File: src/rtl/seg7_pkg.sv
// Shared constants and types for the seven-segment to binary converter.
// Segment codes are active-low, bit0 = segment a through bit6 = segment g.
package seg7_pkg;

  localparam int unsigned MAX_DIGITS_DEFAULT = 3;

  localparam logic [6:0] SEG_0     = 7'b1000000;
  localparam logic [6:0] SEG_1     = 7'b1111001;
  localparam logic [6:0] SEG_2     = 7'b0100100;
  localparam logic [6:0] SEG_3     = 7'b0110000;
  localparam logic [6:0] SEG_4     = 7'b0011001;
  localparam logic [6:0] SEG_5     = 7'b0010010;
  localparam logic [6:0] SEG_6     = 7'b0000010;
  localparam logic [6:0] SEG_7     = 7'b1111000;
  localparam logic [6:0] SEG_8     = 7'b0000000;
  localparam logic [6:0] SEG_9     = 7'b0010000;
  localparam logic [6:0] SEG_BLANK = 7'b1111111;

  typedef enum logic [1:0] {
    IDLE  = 2'd0,
    ACCUM = 2'd1,
    DONE  = 2'd2
  } state_e;

endpackage

File: src/rtl/seg7_decode.sv
// Combinational seven-segment code to BCD digit decoder.
// Macro SEG7_BLANK_AS_ZERO_EN: when defined, the all-off code is a valid 0.
module seg7_decode
  import seg7_pkg::*;
(
  input  logic [6:0] seg,
  output logic [3:0] digit,
  output logic       code_ok
);

`ifdef SEG7_BLANK_AS_ZERO_EN
  localparam logic BLANK_OK = 1'b1;
`else
  localparam logic BLANK_OK = 1'b0;
`endif

  // Unrecognised codes report digit 0 so the accumulator stays well defined.
  always_comb begin
    digit   = 4'd0;
    code_ok = 1'b1;
    case (seg)
      SEG_0:     digit = 4'd0;
      SEG_1:     digit = 4'd1;
      SEG_2:     digit = 4'd2;
      SEG_3:     digit = 4'd3;
      SEG_4:     digit = 4'd4;
      SEG_5:     digit = 4'd5;
      SEG_6:     digit = 4'd6;
      SEG_7:     digit = 4'd7;
      SEG_8:     digit = 4'd8;
      SEG_9:     digit = 4'd9;
      SEG_BLANK: code_ok = BLANK_OK;
      default:   code_ok = 1'b0;
    endcase
  end

endmodule

File: src/rtl/seg7_to_binary.sv
// Accumulates a stream of seven-segment digits (MSD first) into an 8-bit value
// with a ready/valid result handshake. Blank handling set by SEG7_BLANK_AS_ZERO_EN.
//
// state | meaning
// IDLE  | no digit of the current number accepted yet
// ACCUM | at least one digit accepted, waiting for the last one
// DONE  | result presented on bin_o/err_o, waiting for bin_ready_i
module seg7_to_binary
  import seg7_pkg::*;
#(
  parameter int unsigned MAX_DIGITS = MAX_DIGITS_DEFAULT
) (
  input  logic       clk_i,
  input  logic       rst_ni,
  input  logic       seg_valid_i,
  input  logic [6:0] seg_i,
  input  logic       last_i,
  output logic       seg_ready_o,
  output logic       bin_valid_o,
  output logic [7:0] bin_o,
  output logic       err_o,
  input  logic       bin_ready_i
);

  localparam int unsigned       CNT_W   = $clog2(MAX_DIGITS + 1);
  localparam logic [CNT_W-1:0]  CNT_MAX = CNT_W'(MAX_DIGITS);

  state_e           state_q, state_d;
  logic             accept, clear;
  logic [7:0]       acc_q, acc_d;
  logic [CNT_W-1:0] cnt_q, cnt_d;
  logic             err_q, err_d;
  logic [7:0]       bin_q;
  logic             err_out_q;
  logic [3:0]       digit;
  logic             code_ok;
  logic [11:0]      acc_next_w;

  seg7_decode u_decode (
    .seg     (seg_i),
    .digit   (digit),
    .code_ok (code_ok)
  );

  always_ff @(posedge clk_i or negedge rst_ni) begin
    if (!rst_ni) state_q <= IDLE;
    else         state_q <= state_d;
  end

  always_comb begin
    state_d     = state_q;
    seg_ready_o = 1'b1;
    bin_valid_o = 1'b0;
    accept      = 1'b0;
    clear       = 1'b0;
    case (state_q)
      IDLE, ACCUM: begin
        accept = seg_valid_i;
        if (seg_valid_i) state_d = last_i ? DONE : ACCUM;
      end
      DONE: begin
        seg_ready_o = 1'b0;
        bin_valid_o = 1'b1;
        clear       = bin_ready_i;
        if (bin_ready_i) state_d = IDLE;
      end
      default: state_d = IDLE;
    endcase
  end

  // Wide enough that acc*10+9 never wraps, so the >255 test is exact.
  assign acc_next_w = 12'(acc_q) * 12'd10 + 12'(digit);

  always_comb begin
    acc_d = acc_q;
    cnt_d = cnt_q;
    err_d = err_q;
    if (cnt_q >= CNT_MAX) begin
      err_d = 1'b1;
    end else begin
      cnt_d = cnt_q + 1'b1;
      if (!code_ok) err_d = 1'b1;
      if (acc_next_w > 12'd255) begin
        acc_d = 8'hFF;
        err_d = 1'b1;
      end else begin
        acc_d = acc_next_w[7:0];
      end
    end
  end

  always_ff @(posedge clk_i or negedge rst_ni) begin
    if (!rst_ni) begin
      acc_q     <= '0;
      cnt_q     <= '0;
      err_q     <= 1'b0;
      bin_q     <= '0;
      err_out_q <= 1'b0;
    end else if (clear) begin
      acc_q <= '0;
      cnt_q <= '0;
      err_q <= 1'b0;
    end else if (accept) begin
      acc_q <= acc_d;
      cnt_q <= cnt_d;
      err_q <= err_d;
      if (last_i) begin
        bin_q     <= acc_d;
        err_out_q <= err_d;
      end
    end
  end

  assign bin_o = bin_q;
  assign err_o = err_out_q;

endmodule
File: config.mk
export PLATFORM = sky130hd
export DESIGN_NAME = seg7_to_binary
export DESIGN_NICKNAME = d
export VERILOG_FILES = /design/src/rtl/seg7_pkg.sv /design/src/rtl/seg7_decode.sv /design/src/rtl/seg7_to_binary.sv
export SDC_FILE = /design/constraint.sdc
export NUM_CORES = 1
export LEC_CHECK = 0
export BUFFER_PORTS_ARGS = -buffer_cell sky130_fd_sc_hd__buf_2
export CAP_MARGIN = 0
export CORE_MARGIN = 2
export CORE_UTILIZATION = 44
export CTS_BUF_LIST = sky130_fd_sc_hd__clkbuf_4 sky130_fd_sc_hd__clkbuf_8 sky130_fd_sc_hd__clkbuf_16
export DETAILED_ROUTE_END_ITERATION = 12
export PLACE_DENSITY_LB_ADDON = 0.12
export SETUP_SLACK_MARGIN = 0.15
export SLEW_MARGIN = 15
export SYNTH_ARGS = -nofsm -noshare
export SYNTH_HDL_FRONTEND = slang
export SYNTH_SLANG_ARGS = --single-unit
File: constraint.sdc
create_clock -name clk_i -period 3.2 [get_ports clk_i]
set_clock_uncertainty 0.1 [all_clocks]
set_input_delay 0.16 -clock clk_i [delete_from_list [all_inputs] [get_ports clk_i]]
set_output_delay 0.16 -clock clk_i [all_outputs]
set_load 0.02 [all_outputs]
; Word level (Yosys, flattened, before mapping)
; Cells that the tools add are included.
[totals]
regBits = 22
latch_bits = 0
ramBits = 0
rom_bits = 0
output_inout_bits = 11
n_memories = 0
[op_classes]
addsub = 2
multipliers = 1
div_mod_pow = 0
magnitude_cmp = 2
n_eq_ne = 14
n_shift = 0
n_mux = 22
n_bitwise = 1
n_reduce_logical = 8
[ops]
columns = cell, count
row1 = case mux 4 bit (9 select lines), 1
row2 = 2-to-1 mux 8 bit, 4
row3 = "== test 7 x 5 -> 1 bit, second input constant", 3
row4 = "== test 7 bit, second input constant", 3
row5 = "== test 7 x 6 -> 1 bit, second input constant", 2
row6 = adder 12 x 4 -> 12 bit, 1
row7 = "> comparator 12 x 8 -> 1 bit, second input constant", 1
row8 = 2-to-1 mux 2 bit, 6
row9 = "multiplier 8 x 3 -> 11 bit, second input constant", 1
row10 = 2-to-1 mux 1 bit, 10
row11 = OR reduction 10 bit, 1
row12 = "== test 7 x 2 -> 1 bit, second input constant", 1
row13 = zero test 7 bit, 1
row14 = "inequality test 2 bit, second input constant", 3
row15 = case mux 2 bit (2 select lines), 1
row16 = AND reduction 2 bit, 2
row17 = AND reduction 3 bit, 1
row18 = "adder 2 x 1 -> 2 bit, second input constant", 1
row19 = "== test 2 x 1 -> 1 bit, second input constant", 1
row20 = "== test 2 bit, second input constant", 1
row21 = ">= comparator 2 bit, second input constant", 1
row22 = zero test 2 bit, 1
row23 = nonzero test 2 bit, 1
row24 = OR reduction 2 bit, 1
row25 = inverter 1 bit, 1

; Depth between registers and ports, before layout
; Gate-level depths: netlist of the first run.
[logic_depth]
depth_word = 8
depth_mapped = 12
ltp_nobuf = 10

; By module
; A second synthesis of the first run with hierarchy kept.
[unflattened]
hier_cells = 204
hier_area_um2 = 1821.7
[modules_own_cells]
columns = module, n_inst, cells_per_inst, area_per_inst_um2, seq_area_each_um2
row1 = seg7_to_binary, 1, 172, 1597.8, 550.5
row2 = seg7_decode, 1, 32, 224.0, 0.0

; Worst setup path before layout of the first run
; Ideal clock, no wire load.
[synth_timing]
kind = register to register
startpoint = reg acc_q[1]
endpoint = reg bin_q[3], in the netlist bin_o[3]
setup_time_ns = 0.141
arrival_ns = 2.674
slack_ns = 0.285
path_stages_with_launch = 12
path_buffers = 2
synth_period_minus_slack_ns = 2.915
path_cell_list = dfrtp_1 -> ha_1 -> ha_1 -> fa_1 -> and3_2 -> or3_1 -> and2_0 -> mux2i_1 -> and3b_1 -> buf_6 -> buf_12 -> a31oi_2
[synth_between]
elab_chain_len = 5
[synth_lines]
columns = element, line
row1 = start: declaration, seg7_to_binary.sv:30  ; logic [7:0] acc_q, acc_d;
row2 = start signal: assignment, seg7_to_binary.sv:94  ; acc_q <= '0;
row3 = start signal: assignment, seg7_to_binary.sv:100  ; acc_q <= '0;
row4 = start signal: assignment, seg7_to_binary.sv:104  ; acc_q <= acc_d;
row5 = multiplier 8 x 3 -> 11 bit (*), seg7_to_binary.sv:72  ; assign acc_next_w = 12'(acc_q) * 12'd10 + 12'(digit);
row6 = adder 12 x 4 -> 12 bit (*), seg7_to_binary.sv:72
row7 = > comparator 12 x 8 -> 1 bit, seg7_to_binary.sv:83  ; if (acc_next_w > 12'd255) begin
row8 = 2-to-1 mux 8 bit (*), seg7_to_binary.sv:83
row9 = 2-to-1 mux 8 bit (*), seg7_to_binary.sv:78  ; if (cnt_q >= CNT_MAX) begin
row10 = end signal: assignment, seg7_to_binary.sv:97  ; bin_q <= '0;
row11 = end signal: assignment, seg7_to_binary.sv:108  ; bin_q <= acc_d;
row12 = end: declaration, seg7_to_binary.sv:33  ; logic [7:0] bin_q;
; Mark *: on every way between the ends. The rest lies on a longest branch, timed or not.
; A chain may end at the register's enable or synchronous reset.

; Worst setup path after layout of the first run
[layout_timing]
startpoint = reg acc_q[1]
endpoint = reg err_q
[layout_between]
elab_chain_len = 7
[layout_lines]
columns = element, line
row1 = multiplier 8 x 3 -> 11 bit, seg7_to_binary.sv:72
row2 = adder 12 x 4 -> 12 bit, seg7_to_binary.sv:72
row3 = > comparator 12 x 8 -> 1 bit, seg7_to_binary.sv:83
row4 = 2-to-1 mux 1 bit, seg7_to_binary.sv:83
row5 = 2-to-1 mux 1 bit, seg7_to_binary.sv:78
row6 = 2-to-1 mux 1 bit, seg7_to_binary.sv:103  ; end else if (accept) begin
row7 = 2-to-1 mux 1 bit, seg7_to_binary.sv:99  ; end else if (clear) begin
row8 = end signal: assignment, seg7_to_binary.sv:106  ; err_q <= err_d;
row9 = end: declaration, seg7_to_binary.sv:32  ; logic err_q, err_d;
; Every way passes these cells. The select of a mux whose other input is x is not followed.

==> impl_results.md, run 1 <==
- Antenna diode count: 0
- DRC errors left: 0
- Worst-path clk slew: roughly 80 ps
- Final setup fails: 0
- Post-synthesis net count: approximately 210
- Design Power: between 2 and 2.5 mW
- Synth Area in Adders: approximately 14%
- Placer congestion estimate: 0.794
- Combinational family with the most area after synthesis: compound AO/OA/AOI/OAI gates
- Initial Utilization: 46.6%
- Post-Synthesis Cell Area: 0.00173 mm^2
- IO Count: 23
- Hpwl dp: between 3000 and 4000 um
- DR pass1 iterations: 4
- CORE AREA: around 0.0037 mm^2
- Fillcell total: 352
- Worst-Margin Slew: ~650 ps
- Cell row count: 22
- Setup TNS: 0 ps
- Total wire length: about 4000 um
- Syn Inst Count: 184
- Int Pwr: approximately 1.1 mW
- Largest net degree at the start of global routing: 23
- Clock Path Buffers: 2
- Worst vdd ir: ~0.71 mV
- Hold Path Stages: 2
- TritonCTS clock tree: done
- Die ar.: roughly 0.0045 mm^2
- RSZ-0062 raised after global routing: false
- Final hold violations: 0
- Commonest non-fill, non-tap cell in the layout: buf_2
- Syn Area/Cell: approximately 9.4 um^2
- Max incr delay on CP: approximately 450 ps
- Yosys warns: 0
- PD cells: approximately 1000 mW/mm^2
- Worst Path Required: around 3200 ps
- Leak Pwr: between 0.8 and 0.9 nW
- Compound-gate portion of the synthesized area: a little under a quarter
- Tcrit/Tclk final: 91.1%
- CTS buffer count: 3
- CTS H-tree lvls: 1
- Worst path slowest cell: dfrtp_2
- Slew HR: 56.4%
- First-pass GRT wire length: 6790 um
- Synth Area in Simple Gates: 21.3%
- WS Path Type: reg2reg
- Grt ovf: 0
- Post-DRT Antenna Nets: 0
- CP cell instances: ha_1 -> ha_2 -> fa_2 -> and3_2 -> or3_1 -> and2_0 -> mux2i_1 -> and3b_2 -> buf_12 -> o21ai_0
- FF-to-FF path depth: 10
- Tmin final: 2920 ps
- R2r setup slk: ~280 ps
- Worst R2R Start: acc_q[1]
- Reg power frac: about 22%
- Port Buffers: 22
- Vias in the first global route: 1,486
- Post-synthesis xor/xnor area fraction: 4.05%
- Dpl cell area: 0.00191 mm^2
- All-Layer GR Usage: about 20%
- Status: finished clean
- FMAX: around 340 MHz
- Worst Setup End Kind: flip-flop
- Slew Limit Fails: 0
- NumNets Final: 242
- Clock Latency Late Sink: between 200 and 300 ps
- Combinational power share: about two thirds
- Antenna violations before repair: 0
- 1st-iter DRT viols: around 80
- Layout cells sized above 1: about 24%
- Clock network power share: 12.9%
- Switching Power: 904 uW
- Sequential-to-total area share from yosys stat: about a third
- Total number of vias: approximately 1,500
- Post-route cell area: between 0.002 and 0.0025 mm^2
- Worst hold path type: in2reg
- Worst Setup Start Kind: flip-flop
- Final hold slack: between 20 and 25 ps
- Crit path max fanout: 16
- Chip height: approximately 67 um
- Total of max-cap violations: 0
- Hold Startpoint: bin_ready_i
- Mux share of post-synthesis cell area: roughly 1.7%
- Vias/cell: between 5 and 6
- Sw frac: between 40% and 50%
- Hold endpoint: state_q[1]
- R2r endpoint: err_q
- Commonest cells after routing, fill and taps aside: 22 x buf_2, 21 x dfrtp_1, 19 x o21ai_0, 16 x nor2_1, 15 x ha_1
- Clk Tree Root Cell: clkbuf_8
- Synthesized flop and latch total: 22
- TritonCTS Sinks: 22
- Wire length per cell: between 15 and 20 um
- Critical path data arrival time: roughly 3000 ps
- Die W: 66.7 um
- Synth cell types: between 40 and 50
- Area grow syn2layout: 15.8%
[layer usage]
metal	part of all wire, %	vias to the layer above	wire length, um	global-route usage [%]
met3	3.0	7	119	1.52
met5	0	-	0	0
met4	1.8	0	70	7.65
met1	48	695	1910	27.0
li1	-	732	-	-
met2	47	34	1870	33.1
[synthesized netlist by cell type (all sizes together)]
cell type | number | area [um^2]
a21boi | 1 | 7.51
a21o | 4 | 30.0
a21oi | 17 | 111
a221oi | 1 | 8.76
a22o | 1 | 8.76
a22oi | 1 | 7.51
a2bb2oi | 1 | 8.76
a311oi | 1 | 8.76
a31oi | 9 | 92.6
and2 | 2 | 12.5
and3 | 2 | 18.8
and3b | 2 | 17.5
and4b | 1 | 10.0
buf | 2 | 31.3
clkbuf | 5 | 18.8
dfrtp | 22 | 551
fa | 2 | 40.0
ha | 16 | 200
inv | 5 | 18.8
mux2i | 3 | 30.0
nand2 | 9 | 33.8
nand2b | 2 | 12.5
nand3 | 7 | 40.0
nand3b | 8 | 60.1
nor2 | 16 | 60.1
nor2b | 4 | 25.0
nor3 | 3 | 15.0
nor4 | 2 | 27.5
nor4b | 2 | 17.5
o21ai | 19 | 95.1
o21bai | 2 | 15.0
o32ai | 1 | 8.76
or3 | 3 | 18.8
xnor2 | 5 | 43.8
xor2 | 3 | 26.3
[cells by family after synthesis]
group	after synthesis
muxes	3
DFF	22
and+or+nand+nor	63
xor gates and xnor gates	8
adders and majority gates	18
AOI/OAI and AO/OA	58
buffers and inverters	12
[power by group through the flow]
stage | combinational (mW) | sequential (mW) | clock, mW
2_1_floorplan | 0.936 | 0.457 | 0
3_3_place_gp | 1.24 | 0.435 | 0
3_5_place_dp | 1.27 | 0.439 | 0
4_1_cts | 1.28 | 0.434 | 0.266
5_1_grt | 1.50 | 0.447 | 0.281
6_report | 1.33 | 0.435 | 0.262
[metrics by stage]
step	util, %	cells	setup slack [ps]
global placement	51.4	253	264
CTS	53.6	258	159
global route	54.0	259	115
finish	54.0	259	285
floorplan	-	184	285
detailed placement	51.4	253	142
[layout make-up]
type	instances	area, um^2	area share [%]
clock inverters	1	30.0	1.50
repair buffers	30	185	9.23
well taps	48	60.1	2.99
flip-flops and latches	22	552	27.5
inverters	5	18.8	0.936
multi-input cells	150	1120	55.8
clock buffers	3	41.3	2.06
[state kept, by name, indices dropped and copies added (netlist names)]
register  cells
err_q         1
cnt_q         2
bin_o         8
acc_q         8
state_q       2
err_o         1
[timing repair]
item                       CTS  global route
setup endpoints to repair    1            18
hold buffers                 1             0
hold endpoints to repair    22             0
setup buffers                0             1
gates resized for setup      1             3
[worst max-delay path, delay by kind of cell, from the launching register on]
kind / cells / cell delay [ps]
and+or+nand+nor: 4 / 910
AOI/OAI and AO/OA: 1 / 100
buffers and inverters: 1 / 160
DFF: 1 / 450
muxes: 1 / 180
adders and majority gates: 3 / 900
[how the worst max path moves through the flow]
stage | from | to | slack, ps | cells after the start
2_1_floorplan | acc_q[1] | bin_o[3] | 280 | 11
3_3_place_gp | acc_q[1] | acc_q[6] | 260 | 10
3_5_place_dp | acc_q[1] | acc_q[6] | 140 | 10
4_1_cts | acc_q[1] | acc_q[6] | 160 | 10
5_1_grt | acc_q[1] | acc_q[6] | 110 | 10
6_report | acc_q[1] | err_q | 280 | 10
Power figures use the tool's default switching activity.
==> inputs of run 2 (changes only) <==
Settings changed: ABC_AREA from default to 1.
==> run 2 against run 1 <==
Against the previous run: combinational power grew 19%; design area shrank 1.2%; total power increased by 11%; hold slack better by 98 ps; first-iteration DRC count decreased by 51%; critical path depth unchanged; critical endpoint is now bin_o[0]; largest power group unchanged.
==> impl_results.md, run 2 <==
- IO Count: 23
- Post-CTS setup buffers: 0
- Tmin final: between 2000 and 3000 ps
- DRC errors left: 0
- Hpwl dp: roughly 2900 um
- Clk Tree Root Cell: clkbuf_8
- Placed cells: a little over 300
- Reg power frac: between 20% and 30%
- Post-DRT Antenna Nets: 0
- WS Path Type: reg2reg
- Chip height: between 60 and 70 um
- DR pass1 iterations: 4
- Post-synth EDFFs: 0
- TritonCTS Sinks: 22
- 1st-iter DRT viols: 39
- Sequential-to-total area share from yosys stat: between 30% and 40%
- Yosys warns: 0
- Initial Utilization: ~47%
- Slew HR: between 60% and 70%
- Post-route setup slack: 483 ps
- Yosys top cell by area: dfrtp_1
- Clock Latency Late Sink: roughly 260 ps
- Design Power: around 2.2 mW
- Placer congestion estimate: about 0.81
- Status: finished clean
- Worst Setup Start Kind: flip-flop
- RSZ-0062 raised after global routing: false
- Total number of vias: 1,566
- Syn Area/Cell: between 7 and 8 um^2
- Non-Filler Instances: around 320
- Worst Path Required: about 3300 ps
- Largest net degree at the start of global routing: 23
- Die ar.: between 0.004 and 0.005 mm^2
- Synth async-reset ratio: between 90% and 100%
- Vias in the first global route: around 1,500
- PD cells: 1130 mW/mm^2
- Cell row count: 22
- Final setup fails: 0
- Slew Limit Fails: 0
- Commonest cells after routing, fill and taps aside: 71 x nand2_1, 35 x nand3_1, 27 x inv_1, 22 x dfrtp_1, 22 x buf_2
- Total wire length: ~3600 um
- First-pass GRT wire length: a little over 6000 um
- Post-synth top cells: 71 x nand2_1, 35 x nand3_1, 27 x inv_1
- Grt ovf: 0
- Antenna diode count: 0
- Main flop type after synthesis: dfrtp_1
- Tcrit/Tclk final: a little over four fifths
- Vias/cell: 4.97
- Post-route cell area: around 0.0020 mm^2
- Leak Pwr: approximately 1.1 nW
- Worst hold path type: in2reg
- Worst-path clk slew: around 70 ps
- Crit path max fanout: 9
- FMAX: ~370 MHz
- Die W: 67.1 um
- Syn Inst Count: 240
- Clock Path Buffers: 2
- All-Layer GR Usage: a little under a fifth
- Port Buffers: 22
- Synth cell types: 24
- Post-synthesis net count: 270
- Layout cells sized above 1: between 10% and 20%
- Synthesized flop and latch total: 22
- Combinational power share: 70.3%
- Final hold violations: 0
- Worst-Margin Slew: 485 ps
- Wire length per cell: approximately 12 um
- Count leader, synth: nand2_1
- Setup TNS: 0 ps
- CTS H-tree lvls: 1
- Top post-synthesis cells by area: dfrtp_1 31%, nand2_1 15%, ha_1 11%, nand3_1 10%, inv_1 5.8%
- Post-Synthesis Cell Area: 0.00175 mm^2
- NumNets Final: about 300
- TritonCTS clock tree: done
- Sw frac: between 50% and 60%
- Top cell type's share of synthesized area: 31.5%
- Int Pwr: about 1.1 mW
- Switching Power: approximately 1.1 mW
- Commonest non-fill, non-tap cell in the layout: nand2_1
- Critical path data arrival time: roughly 2800 ps
- CORE AREA: between 0.003 and 0.004 mm^2
- Dpl cell area: 0.00191 mm^2
- CTS buffer count: 3
- Worst Setup End Kind: flip-flop
- Total of max-cap violations: 0
- Antenna violations before repair: 0
- Clock network power share: between 7 and 8%
- Worst slack at placement: approximately 470 ps
- Worst vdd ir: about 0.82 mV
- Area grow syn2layout: 13.2%
-- run 2: cell count changes after synthesis, sizes merged, moves of 7 or more --
| cell | previous run | this run |
|---|---|---|
| inv | 5 | 27 |
| o21ai | 19 | 5 |
| nand3 | 7 | 39 |
| nand2 | 9 | 72 |
| a21oi | 17 | 7 |
| nand3b | 8 | 0 |
| nor2 | 16 | 23 |
| or2 | 0 | 11 |
| a31oi | 9 | 0 |
-- run 2: per-layer routing --
| layer | part of all wire (%) | wire length, um | up-vias | GRT usage (%) |
|---|---|---|---|---|
| li1 | - | - | 834 | - |
| met1 | 48 | 1760 | 716 | 22.6 |
| met2 | 49 | 1770 | 12 | 32.1 |
| met3 | 2.6 | 94 | 4 | 3.55 |
| met4 | 0.66 | 24 | 0 | 3.57 |
| met5 | 0 | 0 | - | 0 |
-- run 2: kinds of logic after synthesis --
logic type | synth area share (%)
AOI/OAI and AO/OA | 5.86
xor gates and xnor gates | 1.43
adders and majority gates | 13.7
buffers and inverters | 6.86
DFF | 31.5
muxes | 0.572
and+or+nand+nor | 40.1
-- run 2: critical path: stages, from the launching register on --
cell	delay, ps
dfrtp_1	440
ha_1	320
ha_1	240
fa_1	510
nand2_1	60
inv_1	100
nand3_1	180
o21bai_4	330
nand3_1	170
nand3_1	100
nand2_1	60
-- run 2: power groups by stage --
stage / logic [mW] / registers [mW] / clock network (mW)
after floorplan: 1.23 / 0.536 / 0
after global placement: 1.57 / 0.503 / 0
after detailed placement: 1.58 / 0.508 / 0
after CTS: 1.59 / 0.502 / 0.175
after global routing: 1.81 / 0.516 / 0.185
final: 1.58 / 0.497 / 0.168
-- run 2: area by class of cell --
| type | count | area, um^2 |
|---|---|---|
| Clock buffer | 3 | 41.3 |
| Fill cell | 395 | 1760 |
| Inverter | 29 | 109 |
| Multi-Input combinational cell | 188 | 1080 |
| Sequential cell | 22 | 551 |
| Tap cell | 48 | 60.1 |
| Timing Repair Buffer | 25 | 140 |
-- run 2: timing repair --
action | CTS | global route
endpoints found under the hold margin | 24 | 0
gates resized for setup | 0 | 0
hold buffers | 3 | 0
-- run 2: path summary, 6_finish.rpt --
check,startpoint,to,slack [ps],depth (start not counted)
min in group asynchronous,rst_ni,cnt_q[1],280,2
max in group asynchronous,rst_ni,bin_o[7],2380,2
hold reg to reg,bin_o[7],bin_o[7],380,2
hold / removal,seg_valid_i,state_q[0],120,4
setup / recovery,acc_q[1],bin_o[0],480,10
setup reg to reg,acc_q[1],bin_o[0],480,10
-- run 2: metrics by stage --
step | hold slack (ps) | util, %
2_1_floorplan | -236 | -
3_3_place_gp | 53.7 | 51.0
3_5_place_dp | 51.9 | 51.0
4_1_cts | 114 | 52.9
5_1_grt | 145 | 52.9
6_report | 118 | 52.9
==> inputs of run 3 (changes only) <==
Clock period 3.2 ns to 2.32 ns, I/O delays scaled along.
==> run 3 against run 2 <==
Against the previous run: the run now ends with negative setup slack left; clock-buffer cell count is 1 higher; global-route usage rose by 1.3 points; critical path depth is 1 higher; fmax grew 11%; sequential share of layout area is 4.6 points lower; design area grew 20%; non-clock buffer count up 23; highest routed layer unchanged.
==> impl_results.md, run 3 (same netlist as run 2, synthesis figures left out) <==
- Post-route cell area: 0.00238 mm^2
- TritonCTS clock tree: done
- Tcrit/Tclk final: 106%
- Dpl cell area: 0.00213 mm^2
- CORE AREA: between 0.003 and 0.004 mm^2
- FMAX: 408 MHz
- Slew HR: 66.2%
- Worst-path clk slew: about 80 ps
- Die W: around 67 um
- Crit path max fanout: 9
- Worst Path Required: approximately 2400 ps
- Worst hold path type: in2reg
- DRC errors left: 0
- Placer congestion estimate: ~0.76
- Vias/cell: around 5.0
- RSZ-0062 raised after global routing: true
- Clock Latency Late Sink: between 200 and 300 ps
- Post-route setup slack: -132 ps
- TritonCTS Sinks: 22
- Largest net degree at the start of global routing: 23
- IO Count: 23
- Status: complete, but fails checks
- Cell row count: 22
- Antenna diode count: 0
- Worst-Margin Slew: roughly 510 ps
- CTS H-tree lvls: 1
- Slew Limit Fails: 0
- Commonest cells after routing, fill and taps aside: 67 x nand2_1, 26 x inv_1, 22 x dfrtp_1, 22 x buf_2, 21 x nand3_1
- Critical path data arrival time: about 2500 ps
- DR pass1 iterations: 4
- 1st-iter DRT viols: 68
- Commonest non-fill, non-tap cell in the layout: nand2_1
- NumNets Final: roughly 320
- Post-DRT Antenna Nets: 0
- Clock Path Buffers: 2
- CTS buffer count: 3
- Wire length per cell: about 12 um
- Clk Tree Root Cell: clkbuf_8
- Antenna violations before repair: 0
- Worst Setup Start Kind: flip-flop
- Worst Setup End Kind: flip-flop
- Total wire length: 4150 um
- Failing checks: negative setup slack
- First-pass GRT wire length: approximately 6700 um
- Vias in the first global route: ~1,600
- Hpwl dp: 3130 um
- Total number of vias: 1,710
- Final setup fails: 18
- Total of max-cap violations: 0
- WS Path Type: reg2reg
- Die ar.: ~0.0045 mm^2
- Chip height: around 67 um
- Final hold violations: 0
- Initial Utilization: 46.8%
- Grt ovf: 0
- Layout cells sized above 1: 33.7%
- Port Buffers: 22
- Area grow syn2layout: 35.9%
- All-Layer GR Usage: around 19%
- Tmin final: about 2500 ps
-- run 3: repair_timing --
item / in CTS / in global routing
pin swaps: 1 / 6
endpoints found under the hold margin: 24 / 0
endpoints found under the setup margin: 18 / 18
gates cloned: 0 / 1
hold buffers: 3 / 0
gates resized for setup: 3 / 19
buffers inserted: 0 / 1
-- run 3: layout make-up --
class / instances / area [um^2]
Tap cell: 48 / 60.1
Timing Repair Buffer: 48 / 355
Fill cell: 367 / 1370
Multi-Input combinational cell: 188 / 1250
Clock buffer: 4 / 55.1
Inverter: 29 / 109
Sequential cell: 22 / 551
-- run 3: worst max-delay path, cell delays in order (launching register included) --
cell and delay, ps:
dfrtp_1 420, ha_1 230, ha_4 180, fa_2 580
nand2_2 60, inv_2 90, nand3_4 110, o21bai_4 180
buf_12 160, nand3_2 90, nand3_1 90, nand2_1 50
-- run 3: per-layer routing --
metal	up-vias	track usage, %	routed length (um)
met5	-	0	0
met4	0	1.53	10
met3	2	4.05	125
met2	20	35.1	2080
met1	810	24.3	1930
li1	878	-	-
-- run 3: final timing paths --
kind | start | end | slack (ps) | cells past startpoint
max | acc_q[2] | bin_o[0] | -130 | 11
min | seg_valid_i | state_q[0] | 80 | 4
max reg2reg | acc_q[2] | bin_o[0] | -130 | 11
min reg2reg | bin_o[6] | bin_o[6] | 380 | 2
max in group asynchronous | rst_ni | acc_q[6] | 1520 | 2
min in group asynchronous | rst_ni | cnt_q[1] | 250 | 2
-- run 3: through the flow --
| stage | instances | hold WS, ps | setup slack, ps | utilization, % | setup TNS, ps |
|---|---|---|---|---|---|
| after global routing | 339 | 94.0 | -231 | 63.5 | -3780 |
| after global placement | 330 | 12.1 | -118 | 56.9 | -1660 |
| after floorplan | 240 | -280 | -82.6 | - | -1360 |
| after CTS | 337 | 85.2 | -127 | 59.4 | -1900 |
| after detailed placement | 330 | 8.36 | -155 | 56.9 | -2380 |
| final | 339 | 78.3 | -132 | 63.5 | -1930 |
Power of run 3 is not shown: default switching activity piles up to over one toggle a cycle in this logic, so the estimate is an artifact.
